File: src/rtl/debug_reg_dumper.sv
// debug_reg_dumper: walks debug_reg_select over every register, captures each value and
// streams it LSB-first on a valid/ready byte port. Define DEBUG_DUMP_PC_EN to append fetchPC.
module debug_reg_dumper #(
  parameter int unsigned NUM_REGS      = 32,
  parameter int unsigned SEL_W         = 5,
  parameter int unsigned SETTLE_CYCLES = 1
) (
  input  logic             clk,
  input  logic             reset,
  input  logic             start,
  output logic [SEL_W-1:0] debug_reg_select,
  input  logic [31:0]      debug_reg_out,
  input  logic [31:0]      fetchPC,
  output logic [7:0]       out_data,
  output logic             out_valid,
  input  logic             out_ready,
  output logic             out_last,
  output logic             busy,
  output logic             done
);

  localparam int unsigned CNT_W = (SETTLE_CYCLES > 1) ? $clog2(SETTLE_CYCLES) : 1;
  localparam logic [SEL_W-1:0] LAST_SEL      = SEL_W'(NUM_REGS - 1);
  localparam logic [CNT_W-1:0] SETTLE_RELOAD = CNT_W'(SETTLE_CYCLES - 1);

  typedef enum logic [2:0] {
    IDLE    = 3'd0,
    SETTLE  = 3'd1,
    CAPTURE = 3'd2,
    SEND    = 3'd3,
    DONE    = 3'd4
  } state_t;

  state_t           state_q;
  logic [SEL_W-1:0] sel_q;
  logic [CNT_W-1:0] settle_q;
  logic [31:0]      capture_q;
  logic [1:0]       byte_q;
  logic [7:0]       data_q;
  logic             valid_q;
  logic             last_q;
  logic             busy_q;
  logic             done_q;

  logic             hs;
  logic             last_word;
  logic [31:0]      word_in;
  logic [1:0]       byte_nxt;

  assign hs       = valid_q & out_ready;
  assign byte_nxt = byte_q + 2'd1;

  // The word being sent is final either at the last register or, with the PC word, after it.
`ifdef DEBUG_DUMP_PC_EN
  logic pc_word_q;
  assign last_word = pc_word_q;
  assign word_in   = pc_word_q ? fetchPC : debug_reg_out;
`else
  logic unused_pc;
  assign unused_pc = ^fetchPC;
  assign last_word = (sel_q == LAST_SEL);
  assign word_in   = debug_reg_out;
`endif

  always_ff @(posedge clk or posedge reset) begin
    if (reset) begin
      state_q   <= IDLE;
      sel_q     <= '0;
      settle_q  <= '0;
      capture_q <= '0;
      byte_q    <= '0;
      data_q    <= '0;
      valid_q   <= 1'b0;
      last_q    <= 1'b0;
      busy_q    <= 1'b0;
      done_q    <= 1'b0;
`ifdef DEBUG_DUMP_PC_EN
      pc_word_q <= 1'b0;
`endif
    end else begin
      case (state_q)
        IDLE: begin
          if (start) begin
            state_q  <= SETTLE;
            sel_q    <= '0;
            settle_q <= SETTLE_RELOAD;
            busy_q   <= 1'b1;
          end
        end

        SETTLE: begin
          if (settle_q == '0) begin
            state_q <= CAPTURE;
          end else begin
            settle_q <= settle_q - CNT_W'(1);
          end
        end

        // First byte is loaded straight from the input so it is valid on entry to SEND.
        CAPTURE: begin
          capture_q <= word_in;
          byte_q    <= '0;
          data_q    <= word_in[7:0];
          valid_q   <= 1'b1;
          last_q    <= 1'b0;
          state_q   <= SEND;
        end

        SEND: begin
          if (hs) begin
            if (byte_q != 2'd3) begin
              byte_q <= byte_nxt;
              data_q <= capture_q[{byte_nxt, 3'b000} +: 8];
              last_q <= (byte_nxt == 2'd3) && last_word;
            end else begin
              valid_q <= 1'b0;
              last_q  <= 1'b0;
              if (last_word) begin
                state_q <= DONE;
                done_q  <= 1'b1;
              end else begin
                state_q  <= SETTLE;
                settle_q <= SETTLE_RELOAD;
`ifdef DEBUG_DUMP_PC_EN
                if (sel_q == LAST_SEL) begin
                  pc_word_q <= 1'b1;
                end else begin
                  sel_q <= sel_q + SEL_W'(1);
                end
`else
                sel_q <= sel_q + SEL_W'(1);
`endif
              end
            end
          end
        end

        DONE: begin
          state_q <= IDLE;
          done_q  <= 1'b0;
          busy_q  <= 1'b0;
          sel_q   <= '0;
`ifdef DEBUG_DUMP_PC_EN
          pc_word_q <= 1'b0;
`endif
        end

        default: begin
          state_q <= IDLE;
        end
      endcase
    end
  end

  assign debug_reg_select = sel_q;
  assign out_data         = data_q;
  assign out_valid        = valid_q;
  assign out_last         = last_q;
  assign busy             = busy_q;
  assign done             = done_q;

endmodule
File: config.mk
export PLATFORM = sky130hd
export DESIGN_NAME = debug_reg_dumper
export DESIGN_NICKNAME = d
export VERILOG_FILES = /design/src/rtl/debug_reg_dumper.sv
export SDC_FILE = /design/constraint.sdc
export NUM_CORES = 1
export LEC_CHECK = 0
export ABC_AREA = 1
export CAP_MARGIN = 20
export CORE_MARGIN = 2
export CORE_UTILIZATION = 48
export CTS_BUF_LIST = sky130_fd_sc_hd__clkbuf_4
export DETAILED_ROUTE_END_ITERATION = 10
export GPL_ROUTABILITY_DRIVEN = 0
export PLACE_DENSITY = 0.89
export SLEW_MARGIN = 30
export SYNTH_ARGS = -nofsm -noshare
export SYNTH_HDL_FRONTEND = slang
export SYNTH_SLANG_ARGS = --single-unit
File: constraint.sdc
create_clock -name clk -period 2.3 [get_ports clk]
set_input_delay 0.345 -clock clk [delete_from_list [all_inputs] [get_ports clk]]
set_output_delay 0.345 -clock clk [all_outputs]
set_load 0.01 [all_outputs]
* Word-level counts from Yosys, hierarchy flattened
Index checks and enable logic that the tools add are counted.
Word-level totals: register bits 55, latch bits 0, memory bits (writable) 0, ROM bits 0, word-level logic and storage cells 79, memories 0
Operators by class: add/subtract/negate cells 3, multipliers 0, divide/modulo/power cells 0, magnitude comparators 0, equality and inequality tests 14, shifts and indexed selects 1, multiplexer cells 35, bitwise logic cells 1, reductions and logical operators 15
Operator list (number):
- 32-bit by 6-bit variable part select with 8-bit output | 1
- 5-bit 2-to-1 mux | 4
- 8-bit 2-to-1 mux | 2
- 2-bit != test, second input constant | 8
- 8-bit case mux with 2 select lines | 1
- 3-bit 2-to-1 mux | 5
- 5-bit case mux with 3 select lines | 1
- 1-bit 2-to-1 mux | 13
- 3-bit case mux with 4 select lines | 1
- 5-bit AND reduction | 2
- 1-bit case mux with 2 select lines | 4
- 4-bit AND reduction | 2
- 3-bit by 2-bit == test with 1-bit output, second input constant | 2
- 3-bit AND reduction | 2
- 2-bit nonzero test | 3
- 3-bit nonzero test | 2
- 5-bit by 1-bit adder with 5-bit output, second input constant | 1
- 5-bit == test, second input constant | 1
- 2-bit 2-to-1 mux | 2
- 2-bit case mux with 2 select lines | 1
- 2-bit AND reduction | 2
- 3-bit by 1-bit == test with 1-bit output, second input constant | 1
- 3-bit == test, second input constant | 1
- 3-bit zero test | 1
- other kinds (6) | 6

* Depth between registers and ports, before layout
Gate-level depths: netlist (run 1).
depth after elaboration 6, mapped depth 11, gate-level depth less buffers 10

* Worst setup path after synthesis (run 1)
No wires, ideal clock.
kind register -> register, from register byte_q[0], to register data_q[7] (netlist: out_data[7]), library setup time 66 ps, data arrival time 1655 ps, data required time 2234 ps, slack 580 ps, cell stages (with the launch flop) 12, path buffers 3, cells stage by stage dfrtp_1 > buf_2 > inv_2 > buf_4 > ha_1 > buf_2 > clkinv_1 > nand3_1 > nand3_1 > nand2_1 > nand2_1 > nand2_1
On the way: cells in the longest elaborated chain, start to end 5, elaborated cells between the ends (all ways) 8, classes of those cells 1 x add/sub; 2 x eq/ne; 1 x shift; 3 x mux; 1 x reduce/logical
Ends and longest elaborated chain:
- from (decl) | RTL line 38 | logic [1:0] byte_q;
- from (signal assigned) | RTL line 112 | byte_q <= byte_nxt;
- 2-bit by 1-bit adder with 2-bit output | RTL line 51 | assign byte_nxt = byte_q + 2'd1;
- 32-bit by 6-bit variable part select with 8-bit output | RTL line 113 | data_q <= capture_q[{byte_nxt, 3'b000} +: 8];
- 8-bit 2-to-1 mux | RTL line 111 | if (byte_q != 2'd3) begin
- 8-bit 2-to-1 mux | RTL line 110 | if (hs) begin
- 8-bit case mux with 2 select lines | RTL line 81 | case (state_q)
- to (signal assigned) | RTL line 103 | data_q <= word_in[7:0];
- to (signal assigned) | RTL line 113
- to (decl) | RTL line 39 | logic [7:0] data_q;
Several ways; a longest one is shown, not always the timed one. The select of a mux whose other input is x is not followed. A chain may end at the register's enable or synchronous reset.

* Worst setup path in the final report (run 1)
from register byte_q[0], to register data_q[6] (netlist: out_data[6])
The elaborated chain is that of the path after synthesis.

==> metrics list, run 1 <==
- The share of total power dissipated in sequential elements is 0.386.
* Largest fanout of any net on the critical path: 19
- Cell accounting for the most synthesized area: sky130_fd_sc_hd__dfrtp_1
* Number of library cell types mapped by synthesis: 20
- The filler cells instantiated in the layout total 453.
- Pin slew with the least headroom to its limit: 525.5 ps
- Pin placement for this block handled 85 I/O pins.
- Each instance of the synthesized netlist takes up on average 7.504 um^2.
* Category of the worst setup path capture point: register
- HPWL after detailed placement: 4214 um
- Arrival time reported for the critical path endpoint: 2220 ps
- The first global-routing pass estimated 9984 um of wire.
- In the synthesized netlist the async set-or-reset flop fraction comes to 1.000.
- Clock skew on the completed layout was measured at 15.29 ps.
* Average wire length per cell after detail routing: 12.27 um
- Post-Synthesis Net Count: 421
* Initial Util: 0.5063
* CTS sink cnt: 54
- Final Max Tran Viols: 0
- Cell family contributing the most delay on the critical path: buffers and inverters
- Entering global routing, the biggest net connects 32 pins.
- Number of nets in the final layout: 472
* Rows: 26
- After clock tree synthesis, the repair step resized 0 gates.
* Share of post-route cells with drive strength above 1: 0.05500
- After routing the design area is 3268 um^2.
- The tightest hold path in the finished design has a slack of 292.5 ps.
* Clock tree from TritonCTS: built
- After detailed placement, the total cell area comes to 3197 um^2.
- Iteration-0 DRC count of the detailed router: 130
- Most used DFF post-synth: sky130_fd_sc_hd__dfrtp_1
- In the synthesized netlist, the cells that appear most often are 202 x sky130_fd_sc_hd__nand2_1, 54 x sky130_fd_sc_hd__dfrtp_1, 29 x sky130_fd_sc_hd__nand3_1.
- Setup repair after global routing left no endpoint under its margin.
* Sequential cell area fraction in the yosys report: 0.5160
- Outcome: complete, no violations
- Number of warnings reported in the yosys synthesis log: 0
- The H-tree generated during clock tree synthesis spans 2 levels.
- Total die area: 6063 um^2
- The final route contains 2364 vias.
* First-pass detailed-route iteration total: 4
- Together, buffers and inverters on the worst path number 2.
* Final hold vios: 0
* Most frequent cell after synthesis: sky130_fd_sc_hd__nand2_1
- Via density: 5.030
- Among the stages of the critical path, the cell type that occurs most often is sky130_fd_sc_hd__nand2_1.
- The repair_antennas step left the layout with diodes totalling 0.
* Ranking of synthesized cells by area: sky130_fd_sc_hd__dfrtp_1 52%, sky130_fd_sc_hd__nand2_1 29%, sky130_fd_sc_hd__nand3_1 5.5%, sky130_fd_sc_hd__nor2_1 2.4%, sky130_fd_sc_hd__ha_1 1.9%
- Of the total power, the share spent switching nets is 0.4371.
- # port buffers: 52
- The total area inside the core boundary comes to 5172 um^2.
- The via count of the first global-routing pass is 2301.
- Cell internal power was estimated by the tool at 2378 uW.
- For met2 alone, demand over resource in global routing was 0.3414.
- Required time worst endpoint: 2620 ps
- Timing would allow up to 0.5262 GHz.
* Hold crit path type: primary input to asynchronous set/reset pin
- Across the VDD grid, the largest voltage drop is 0.6197 mV.
- The detail route stage leaves a number of antenna-violating nets equal to 0.
- Clock slew at reported path FFs: 150 ps
* Net Sw Power: 1846 uW
- The share of synthesized area in the top cell type comes to 0.5160.
- Chip Height: 77.87 um
- The layer flagged by global routing as most heavily used is met2.
- The share of total power dissipated in the clock network is 0.120.
- In this run, post-CTS hold repair placed 0 buffers.
* Initial antenna violation count: 0
* DRC violation count after routing: 0
* Post-CTS setup buffer count: 0
- Highest-delay cell along the critical path: sky130_fd_sc_hd__dfrtp_1
- Counting the buffers created by CTS gives 5.
- Summed over all cells, the static leakage comes to 0.001690 uW.
* Met3 Resource Use GR: 0.04070
- The signal on the critical path passes through inv_2 > ha_1 > clkinv_1 > nand3_1 > nand3_1 > nand2_1 > nand2_1 > nand2_1.
* Final worst path period share: 0.8263
- Power spread over the standard cell area amounts to 1292 nW/um^2.
- For the finished layout, the period the worst path requires is 1901 ps.
- Synthesis inferred 54 register bits.
* Number of setup violations in the final report: 0
* Final core utilization: 0.6318
* Clock Latency Late Sink: 380 ps
* Area growth from synthesis to layout: 24.80%
* Die outline width: 77.87 um
- CP max stage delay: 410 ps
- Clock Root Buffer: sky130_fd_sc_hd__clkbuf_4
- STA classifies the critical path startpoint as a register.
* Gate count after technology mapping: 349
- In this run, synthesis inferred 0 flip-flops with an integrated enable.
- Summing every instance area after synthesis gives 2619 um^2.
* GRT Resource Usage Total: 0.2054
- Startpoint-to-endpoint class of the critical path: register to register
- Accumulated negative setup slack: 0 ps
- The clock passes through at most 2 buffers.
* Max_cap viols: 0
- Of the total power, combinational logic draws 0.494.
- The worst pin sits at a relative slew slack of 0.6492.
- Detailed-route wire length: 5769 um
- Final global-route overflow total: 0
- Met1 track demand over resource in global routing: 0.2622
-- worst paths after layout --
check,from,to,slack (ps),depth (start not counted)
max,byte_q[0]$_DFFE_PP0P_,out_data[6]$_DFFE_PP0P_,400,8
max in group asynchronous,reset,capture_q[28]$_DFFE_PP0P_,1460,3
min reg2reg,capture_q[22]$_DFFE_PP0P_,capture_q[22]$_DFFE_PP0P_,500,2
min,reset,busy$_DFFE_PP0P_,290,2
max reg2reg,byte_q[0]$_DFFE_PP0P_,out_data[6]$_DFFE_PP0P_,400,8
min in group clk,debug_reg_out[23],capture_q[23]$_DFFE_PP0P_,470,3
-- worst reg2reg max path, cell delays in order (launching register included) --
cell and delay (ps):
sky130_fd_sc_hd__dfrtp_1 410, sky130_fd_sc_hd__inv_2 240, sky130_fd_sc_hd__ha_1 370, sky130_fd_sc_hd__clkinv_1 320
sky130_fd_sc_hd__nand3_1 200, sky130_fd_sc_hd__nand3_1 90, sky130_fd_sc_hd__nand2_1 70, sky130_fd_sc_hd__nand2_1 50
sky130_fd_sc_hd__nand2_1 70
-- power groups by stage --
| stage | Combinational [uW] | Sequential [uW] | Clock (uW) |
|---|---|---|---|
| floorplan | 1470 | 1620 | 0 |
| global placement | 2000 | 1630 | 0 |
| detailed placement | 2070 | 1650 | 0 |
| CTS | 2090 | 1630 | 516 |
| global route | 2400 | 1680 | 552 |
| finish | 2090 | 1630 | 505 |
-- flip-flops by register name, indices dropped and copies added, names as in the netlist --
name	cells
state_q	3
capture_q	32
debug_reg_select	5
busy	1
out_valid	1
byte_q	2
out_last	1
done	1
out_data	8
-- cells by family after synthesis --
kind of cell,synth area share
DFF,0.5160
buffers and inverters,0.04635
adders and majority gates,0.01911
AOI/OAI and AO/OA,0.02628
and+or+nand+nor,0.3923
-- through the flow --
step | cells | power (uW) | setup slack (ps)
2_1_floorplan | 349 | 3097 | 579.8
3_3_place_gp | 463 | 3630 | 491.7
3_5_place_dp | 463 | 3721 | 495.5
4_1_cts | 470 | 4233 | 432.8
5_1_grt | 470 | 4626 | 206.0
6_report | 470 | 4224 | 399.5
-- placed cells by master (no fill, tap or decap), drive strengths merged --
cell type / Yosys / layout
a21oi: 4 / 4
buf: 12 / 4
bufinv: 0 / 1
clkbuf: 0 / 5
clkdlybuf4s50: 0 / 52
clkinv: 1 / 2
dfrtp: 54 / 54
ha: 4 / 4
inv: 12 / 12
nand2: 206 / 206
nand3: 30 / 30
nand4: 1 / 1
nor2: 18 / 18
nor3b: 1 / 1
o21ai: 6 / 6
-- metal layers --
| metal | wire length (um) | share of wire |
|---|---|---|
| met1 | 2454 | 0.43 |
| met2 | 2891 | 0.50 |
| met3 | 320 | 0.055 |
| met4 | 103 | 0.018 |
| met5 | 0 | 0 |
-- cell type report --
class,instances,area (um^2),share of cell area
repair buffers,56,563.0,0.1723
flip-flops and latches,54,1351,0.4135
clock inverters,2,33.78,0.01034
inverters,13,48.80,0.01493
multi-input cells,270,1146,0.3507
clock buffers,5,37.54,0.01149
well taps,70,87.58,0.02680
Power figures use the tool's default switching activity.
==> run 2: changes to the inputs <==
==> constraint.sdc (replaced) <==
create_clock -name clk -period 1.8 [get_ports clk]
set_input_delay 0.27 -clock clk [delete_from_list [all_inputs] [get_ports clk]]
set_output_delay 0.27 -clock clk [all_outputs]
set_load 0.01 [all_outputs]
==> run 2 against run 1 <==
Net effect:
- sequential share of layout area decreased by 0.88 points
- critical path depth down 7
- worst hold slack got worse by 54 ps
- clock power rose by 39%
- clock skew shrank 8.2 ps
- register-to-register slack worse by 220 ps
- clock-buffer cell count is 2 higher
- combinational power up 34%
- critical endpoint is now debug_reg_select[0]
==> metrics list, run 2 (same netlist as run 1, synthesis figures left out) <==
* Count of H-tree levels built during CTS: 2
* Antenna-violating nets left: 0
* Post-CTS setup buffer count: 0
- Depth of the worst register-to-register path: 10
- The number of antenna violations at the first check in global routing is 0.
* Number of flip-flops under the largest register name: 32
- Initial Util: 0.5063
- The die is 77.87 um tall.
- Required time worst endpoint: 1530 ps
* Post-Route Hold Slack: 238.2 ps
- TritonCTS built the clock tree.
- CP max stage delay: 560 ps
- Largest fanout of any net on the critical path: 5
- Power density over cell area: 1675 nW/um^2
- The first global-routing pass estimated 10370 um of wire.
- Hold-fix buffer count after cts: 0
- The worst register-to-register path ends at debug_reg_select[2]$_DFFE_PP0P_.
* Worst IR drop on VDD: 0.7503 mV
* Reg2Reg Launch Point: debug_reg_select[0]$_DFFE_PP0P_
- For this design the static power due to leakage is 0.001725 uW.
* Commonest cells after routing, fill and taps aside: 202 x sky130_fd_sc_hd__nand2_1, 54 x sky130_fd_sc_hd__dfrtp_1, 52 x sky130_fd_sc_hd__clkdlybuf4s50_1, 28 x sky130_fd_sc_hd__nand3_1, 16 x sky130_fd_sc_hd__nor2_1
- Largest register by flop count: capture_q
* Final worst path period share: 0.9234
- Setup violations remaining at the end of the flow were counted as 0.
- Total vias in the final route: 2391
- Filler Cell Count: 442
- Total die area: 6063 um^2
* Cell family contributing the most delay on the critical path: buffers and inverters
* # port buffers: 52
* GRT Resource Usage Total: 0.2124
- Between clock sinks in the finished design, the worst skew comes to 7.125 ps.
- The clock period could shrink to 1662 ps.
* Most common cell after layout, fill and taps aside: sky130_fd_sc_hd__nand2_1
- CTS sink cnt: 54
* Startpoint-to-endpoint class of the critical path: register to output pin
* First-pass detailed-route iteration total: 4
* Critical path, cell by cell: clkdlybuf4s50_1
* Area growth from synthesis to layout: 27.52%
- Post-CTS repair changed the size of 0 cells.
* Via density: 5.023
- The number of placed instances, taps included, is 468.
- Die outline width: 77.87 um
- Worst path depth: 1
- In the final layout, the share of cells above drive strength 1 is 0.07882.
- Clock slew at reported path FFs: 150 ps
- Iteration-0 DRC count of the detailed router: 167
- Antenna fix cells: 0
* Final global-route overflow total: 0
* HPWL after detailed placement: 4247 um
* Unrepaired setup endpoints after global routing: false
- Count of boundary I/O pins: 85
- The worst pin sits at a relative slew slack of 0.7648.
- The most critical setup path has its startpoint at debug_reg_select[0]$_DFFE_PP0P_.
- Post-route non-filler standard cell count: 476
- DRC violation count after routing: 0
- TritonCTS created 5 clock buffers.
- CP Launch Type: register
- Via count of the first global-routing pass: 2335
- F_max: 0.6017 GHz
* Minimum setup slack among reg-to-reg paths: 180 ps
* Final Max Tran Viols: 0
* Average wire length per cell after detail routing: 12.50 um
- The largest individual stage delay along the critical path comes from the cell sky130_fd_sc_hd__clkdlybuf4s50_1.
* Hold crit path type: primary input to asynchronous set/reset pin
* Arrival time reported for the critical path endpoint: 1390 ps
- Worst Slack Setup Final: 137.9 ps
- Total buffers and inverters traversed by the critical path: 1
- Detailed-route wire length: 5949 um
- Accumulated negative setup slack: 0 ps
- Category of the worst setup path capture point: output pin
- Rows: 26
- In the final design database the tool counted 477 nets.
- The root buffer cell chosen for the clock tree is sky130_fd_sc_hd__clkbuf_4.
- The core region is 5172 um^2.
- Max_cap viols: 0
- Entering global routing, the biggest net connects 55 pins.
- At the later pin of the worst-skew pair, clock insertion delay measures 380 ps.
- Outcome: complete, no violations
* Setup slack at placement: 117.3 ps
- Counting along the longest clock path gives a buffer depth of 2.
* Final hold vios: 0
- Pin slew with the least headroom to its limit: 352.7 ps
run 2: cell types whose count changed in the layout (fill, tap and decap cells not counted):
cell,before,now
sky130_fd_sc_hd__buf_4,3,7
sky130_fd_sc_hd__nor2_1,17,16
sky130_fd_sc_hd__nand3_2,1,2
sky130_fd_sc_hd__ha_2,0,1
sky130_fd_sc_hd__nand3_1,29,28
sky130_fd_sc_hd__buf_12,1,2
sky130_fd_sc_hd__clkinv_1,2,1
sky130_fd_sc_hd__nor2_2,0,1
sky130_fd_sc_hd__clkbuf_4,5,7
sky130_fd_sc_hd__ha_1,4,3
run 2: worst max path at each step:
stage,endpoint,slack [ps]
after detailed placement,debug_reg_select[4]$_DFFE_PP0P_,120
after floorplan,out_data[7]$_DFFE_PP0P_,80
final,debug_reg_select[0],140
after global routing,debug_reg_select[0]$_DFFE_PP0P_,20
after global placement,debug_reg_select[4]$_DFFE_PP0P_,190
after CTS,debug_reg_select[4]$_DFFE_PP0P_,80
run 2: worst reg2reg max path: cells and delay by family (launching register included):
kind	cells	cell delay [ps]
AND/OR/NAND/NOR	7	540
buffers and inverters	1	100
adder cells (fa/ha/maj)	2	420
flip-flops	1	460
run 2: where the power goes:
part           switching (uW)  internal, uW  total [uW]
Sequential                347          1740        2090
Clock                     375           325         700
Combinational            1680          1120        2810
run 2: cell type report:
cell class | instances | area (um^2) | area share
multi-input cells | 270 | 1156 | 0.3462
clock buffers | 7 | 52.55 | 0.01574
inverters | 13 | 48.80 | 0.01461
clock inverters | 1 | 30.03 | 0.008992
repair buffers | 61 | 613.1 | 0.1836
well taps | 70 | 87.58 | 0.02623
flip-flops and latches | 54 | 1351 | 0.4046
run 2: stage by stage:
stage	instance area (um^2)	total power, uW	util
after CTS	3329	5599	0.6437
final	3339	5595	0.6456
after floorplan	2619	3957	-
after global routing	3339	6140	0.6456
after detailed placement	3247	4888	0.6277
after global placement	3247	4758	0.6277
run 2: per-layer routing:
metal  global-route usage  routed length (um)  up-vias
li1                     -                   -     1188
met1               0.2632                2568     1106
met2               0.3612                2961       87
met3              0.05116                 322       10
met4              0.07500                  97        0
met5                    0                   0        -
